[config.mk]
export PLATFORM = sky130hd
export DESIGN_NAME = uart_rx_fifo
export DESIGN_NICKNAME = d
export VERILOG_FILES = /design/src/rtl/uart_rx_fifo.sv
export SDC_FILE = /design/constraint.sdc
export NUM_CORES = 1
export LEC_CHECK = 0
export BUFFER_PORTS_ARGS = -buffer_cell sky130_fd_sc_hd__buf_2
export CORE_AREA = 4 4 83 123
export CTS_BUF_LIST = sky130_fd_sc_hd__clkbuf_2
export CTS_CLUSTER_SIZE = 8
export DETAILED_ROUTE_END_ITERATION = 6
export DIE_AREA = 0 0 87 127
export GPL_TIMING_DRIVEN = 0
export PLACE_DENSITY = 0.87
export RECOVER_POWER = 25
export SYNTH_ARGS = -nofsm -noshare
export SYNTH_HDL_FRONTEND = slang
export SYNTH_SLANG_ARGS = --single-unit
[constraint.sdc]
create_clock -name i_clk -period 10.8 [get_ports i_clk]
set_clock_uncertainty 0.1 [all_clocks]
set_input_delay 1.62 -clock i_clk [delete_from_list [all_inputs] [get_ports i_clk]]
set_output_delay 1.62 -clock i_clk [all_outputs]
set_load 0.05 [all_outputs]
[src/rtl/uart_rx_fifo.sv]
// uart_rx_fifo: 8N1 UART receiver feeding a first-word-fall-through FIFO.
// Define UART_RX_PARITY_EN for 8E1 framing with a sticky o_parity_err output.
module uart_rx_fifo #(
  parameter int FIFO_DEPTH = 4
) (
  input  logic        i_clk,
  input  logic        i_reset_n,
  input  logic        i_uart_rx,
  input  logic [23:0] i_baud_div,
  output logic [7:0]  o_data,
  output logic        o_valid,
  input  logic        i_ready,
  output logic        o_frame_err,
  output logic        o_overrun,
  input  logic        i_clear_err,
`ifdef UART_RX_PARITY_EN
  output logic        o_parity_err,
`endif
  output logic        o_busy,
  output logic [4:0]  o_level
);
  localparam int AW = (FIFO_DEPTH > 1) ? $clog2(FIFO_DEPTH) : 1;
`ifdef UART_RX_PARITY_EN
  typedef enum logic [2:0] {IDLE, START, DATA, PARITY, STOP} state_t;
  localparam state_t AFTER_DATA = PARITY;
`else
  typedef enum logic [2:0] {IDLE, START, DATA, STOP} state_t;
  localparam state_t AFTER_DATA = STOP;
`endif
  state_t state_q, state_d;
  logic sync1_q, sync2_q, rx_s;
  logic [1:0] settle_q;
  logic armed_q;
  logic [23:0] div_q, div_d, cnt_q, cnt_d, div_eff;
  logic [2:0] bit_q, bit_d;
  logic [7:0] shift_q, shift_d;
  logic brk_q, brk_d;
  logic frame_err_q, frame_err_d, overrun_q, overrun_d;
  logic tick, push, fe_set, pe_set, pop, full, wr_en;
  logic [AW-1:0] wr_q, rd_q;
  logic [4:0] level_q, level_d;
  logic [7:0] mem [FIFO_DEPTH];
`ifdef UART_RX_PARITY_EN
  logic par_err_q;
  assign o_parity_err = par_err_q;
`endif
  assign rx_s = sync2_q;
  assign div_eff = (i_baud_div < 24'd2) ? 24'd2 : i_baud_div;
  assign tick = cnt_q == '0;
  assign pop = o_valid && i_ready;
  assign full = level_q == 5'(FIFO_DEPTH);
  assign wr_en = push && (!full || pop);
  assign level_d = level_q + 5'(wr_en) - 5'(pop);
  assign frame_err_d = fe_set | (frame_err_q & ~i_clear_err);
  assign overrun_d = (push && full && !pop) | (overrun_q & ~i_clear_err);
  always_comb begin
    state_d = state_q;
    div_d = div_q;
    cnt_d = tick ? div_q - 24'd1 : cnt_q - 24'd1;
    bit_d = bit_q;
    shift_d = shift_q;
    brk_d = brk_q;
    push = 1'b0;
    fe_set = 1'b0;
    pe_set = 1'b0;
    case (state_q)
      IDLE: if (armed_q && !rx_s) begin
        state_d = START;
        div_d = div_eff;
        cnt_d = div_eff >> 1;
      end
      START: if (tick) begin
        state_d = rx_s ? IDLE : DATA;
        bit_d = '0;
      end
      DATA: if (tick) begin
        shift_d = {rx_s, shift_q[7:1]};
        bit_d = bit_q + 3'd1;
        state_d = (bit_q == 3'd7) ? AFTER_DATA : DATA;
      end
`ifdef UART_RX_PARITY_EN
      PARITY: if (tick) begin
        pe_set = ^{shift_q, rx_s};
        state_d = STOP;
      end
`endif
      STOP: if (brk_q) begin
        // line held low past the stop bit: wait for idle before re-arming
        state_d = rx_s ? IDLE : STOP;
        brk_d = !rx_s;
      end else if (tick) begin
        push = rx_s;
        fe_set = !rx_s;
        brk_d = !rx_s;
        state_d = rx_s ? IDLE : STOP;
      end
      default: state_d = IDLE;
    endcase
  end
  always_ff @(posedge i_clk or negedge i_reset_n) begin
    if (!i_reset_n) begin
      state_q <= IDLE;
      sync1_q <= 1'b1;
      sync2_q <= 1'b1;
      settle_q <= '0;
      armed_q <= 1'b0;
      div_q <= 24'd2;
      cnt_q <= '0;
      bit_q <= '0;
      shift_q <= '0;
      brk_q <= 1'b0;
      frame_err_q <= 1'b0;
      overrun_q <= 1'b0;
      wr_q <= '0;
      rd_q <= '0;
      level_q <= '0;
`ifdef UART_RX_PARITY_EN
      par_err_q <= 1'b0;
`endif
    end else begin
      state_q <= state_d;
      sync1_q <= i_uart_rx;
      sync2_q <= sync1_q;
      // arm only once a real (post-reset) high has reached the synchronizer output
      settle_q <= {settle_q[0], 1'b1};
      armed_q <= armed_q | (settle_q[1] & rx_s);
      div_q <= div_d;
      cnt_q <= cnt_d;
      bit_q <= bit_d;
      shift_q <= shift_d;
      brk_q <= brk_d;
      frame_err_q <= frame_err_d;
      overrun_q <= overrun_d;
      wr_q <= wr_en ? wr_q + AW'(1) : wr_q;
      rd_q <= pop ? rd_q + AW'(1) : rd_q;
      level_q <= level_d;
`ifdef UART_RX_PARITY_EN
      par_err_q <= pe_set | (par_err_q & ~i_clear_err);
`endif
    end
  end
  always_ff @(posedge i_clk) begin
    if (wr_en) mem[wr_q] <= shift_q;
  end
  assign o_valid = level_q != '0;
  assign o_data = o_valid ? mem[rd_q] : '0;
  assign o_level = level_q;
  assign o_busy = state_q != IDLE;
  assign o_frame_err = frame_err_q;
  assign o_overrun = overrun_q;
endmodule

==> flow_metrics.py <==
metrics = {
    "power": {
        "power.leakage_uw": 0.00257,
        "power.density_cell_area_mw_per_mm2": 232,
        "ir_worst_vdd_v": 0.000143,
    },
    "timing": {
        "hold_ws_ps": 280,
        "shortest_clock_period_the_worst_path_allows_after_layout_ps": 4250,
        "fin_setup_tns_ps": 0,
        "worst-slew-pin-transition_ps": 1780,
        "count_of_final_setup_violators": 0,
        "setup_slack_ps": 6550,
        "fmax_mhz": 236,
        "finalHoldViolCount": 0,
        "period_share_pct": 39.3,
        "max-slew-margin-rel_pct": -18.7,
        "grt_setup_unrepaired": "no",
        "final-max-slew-violation-count": 32,
    },
    "clock_network": {
        "cts_setup_buffers": 0,
        "clock_insertion_delay_worst_skew_ps": 620,
        "cts_resized": 0,
        "cts_tree": "yes",
        "cts_h_tree_depth": 3,
        "cts.root.buffer_cell": "clkbuf_2",
        "cts.sink_count": 110,
        "numCtsBuffers": 9,
        "cts.clk_slew.worst_paths_ps": 280,
        "cts_buffer_depth": 2,
        "hold_buffers_post_cts": 0,
    },
    "route": {
        "initial_drt_markers": 238,
        "drt_pre_antenna_iters": 5,
        "final_antenna_net_count": 0,
        "num_vias": 4093,
        "drt-wirelength-per-cell_um": 17.6,
        "drc_errors": 0,
        "route.detailed.vias_per_inst": 6.13,
        "finalWirelength_um": 11800,
    },
    "synthesis": {
        "synth_seq_area_share_pct": 54.3,
        "synth_warnings": 0,
        "yosysTopAreaCell": "dfrtp_1",
        "synth_area_per_cell_um2": 10.9,
        "netlist_top_cells_count": "83 x nand2_1, 75 x dfrtp_1, 32 x edfxtp_1",
        "yosys.cell_count.top_type": "nand2_1",
        "largest_cells_by_area_after_synthesis": "dfrtp_1 35%, edfxtp_1 18%, nand2_1 5.8%, mux4_2 3.4%, ha_1 3.0%",
        "synth_top_flop_cell": "dfrtp_1",
        "syn_area_mm2": 0.00537,
        "synth.net_count": 537,
        "syn_inst": 494,
        "synth.lib_cells_used.distinct": 68,
        "synth_enable_flop_cells": 32,
        "synth.ff_latch_count": 110,
        "synth_async_sr_flop_share_pct": 70.9,
        "yosys.area.top_type_share_pct": 35.0,
    },
    "global_route": {
        "track_usage_pct": 22.9,
        "wire_length_of_the_first_global_routing_pass_um": 19900,
        "antenna_found_initial": 0,
        "grt_max_degree": 48,
        "grt_remaining_overflow": 0,
        "via_count_of_the_first_global_routing_pass": 4271,
    },
    "place": {
        "placed_area_mm2": 0.00576,
        "gp_routability_congestion": 0.950,
        "place_ws_ps": 6970,
        "dpl.hpwl_um": 8930,
        "buffer_ports.inserted": 45,
        "placed_cells": 652,
    },
    "floorplanning": {
        "coreArea_mm2": 0.00920,
        "die_height_um": 127,
        "floorplan.initialDensity_pct": 58.3,
        "std_cell_rows": 43,
        "width_of_the_die_um": 87,
        "die-area_mm2": 0.0110,
        "num_io_pins": 46,
    },
    "worst_setup_path": {
        "critical_path.startpoint_type": "flop",
        "timing.critical_path.fanout_max": 10,
        "cp_data_arrival_time_ps": 2530,
        "worst-setup-path-type": "reg -> out",
        "cp-end-kind": "primary output",
        "worst_ep_required_time_ps": 9080,
    },
    "outcome": {
        "failing_checks": "capacitance limit, slew limit",
        "run_status": "complete, but fails checks",
    },
    "finish": {
        "areaGrowthSynthToFinish_pct": 9.54,
        "final.fill_count": 742,
        "final_cells": 668,
        "number_of_antenna_repair_diodes": 0,
        "num-nets-final": 594,
        "post_route_cells_drive_above_1_share_pct": 18.2,
        "stdcell_area_mm2": 0.00588,
    },
    "flow_run": {
        "drv_cap": 1,
    },
    "min_path": {
        "hold_class": "reg -> reg",
    },
}
## final cells by class
type | instances | area (um^2) | area share, %
Tap cell | 112 | 140 | 2.38
Timing Repair Buffer | 46 | 251 | 4.28
Clock inverter | 6 | 70.1 | 1.19
Multi-Input combinational cell | 353 | 2310 | 39.3
Buffer | 18 | 88.8 | 1.51
Inverter | 13 | 48.8 | 0.830
Sequential cell | 110 | 2920 | 49.6
Clock buffer | 10 | 50.0 | 0.851
## registers in the layout, indices dropped and copies added, names as in the netlist, 3 cells and up, named ones only
| signal | flops |
|---|---|
| o_level | 5 |
| cnt_q | 24 |
| mem | 32 |
| bit_q | 3 |
| shift_q | 8 |
| div_q | 24 |
## worst max-delay path, cell delays in order, from the launching register on
cell and delay, ps:
dfrtp_1 390, clkbuf_1 570, mux4_2 590, and2_1 160, buf_2 200
## per-stage QoR
stage          total power [uW]  util (%)
6_report                   1360      63.9
5_1_grt                    1450      63.9
4_1_cts                    1360      63.9
3_5_place_dp               1170      62.6
3_3_place_gp               1140      62.3
2_1_floorplan              1030         -
## routing by layer
| metal | track usage (%) | up-vias | routed length (um) |
|---|---|---|---|
| met3 | 3.23 | 48 | 627 |
| met4 | 13.1 | 0 | 511 |
| met5 | 0 | - | 0 |
| met1 | 25.4 | 1977 | 4320 |
| met2 | 40.9 | 160 | 6310 |
| li1 | - | 1908 | - |
## logic make-up (layout without fill, tap and decap cells)
| family | Yosys count | count (layout) | synth area share, % |
|---|---|---|---|
| other | 1 | 1 | 0.0699 |
| buffers and inverters | 31 | 93 | 2.56 |
| AND/OR/NAND/NOR | 192 | 192 | 18.1 |
| flip-flops | 110 | 110 | 54.3 |
| XOR/XNOR | 17 | 17 | 2.77 |
| adder cells (fa/ha/maj) | 14 | 14 | 3.40 |
| AO/OA/AOI/OAI | 112 | 112 | 13.5 |
| multiplexers | 17 | 17 | 5.25 |
## layout by cell type, fill, tap and decap left out, drive strengths merged, types with 8 or more instances in the layout
cell type,instances
or3,8
o21ai,32
a21oi,27
and2,13
a21o,8
mux4,8
ha,13
nor4,10
nor3,20
a31oi,8
inv,15
mux2,9
buf,51
clkbuf,23
dfrtp,75
edfxtp,32
nand2,83
nor2,27
xor2,10
## where the power goes
part	total (uW)	switching [uW]	leakage [uW]	internal, uW
clock network	193	137	0.0000705	56.3
logic	530	334	0.00119	197
registers	639	111	0.00131	528
total	1360	582	0.00257	781
## final timing paths
check	startpoint	depth (start not counted)	slack, ps	endpoint
setup / recovery	rd_q[0]	4	6550	o_data[3]
hold / removal	sync1_q	0	280	rx_s
setup reg to reg	cnt_q[9]	12	6830	cnt_q[4]
hold reg to reg	sync1_q	0	280	rx_s
max in group asynchronous	i_reset_n	2	8250	rx_s
min in group asynchronous	i_reset_n	1	1340	div_q[19]
Note: power is estimated with default switching activity, not from simulation.
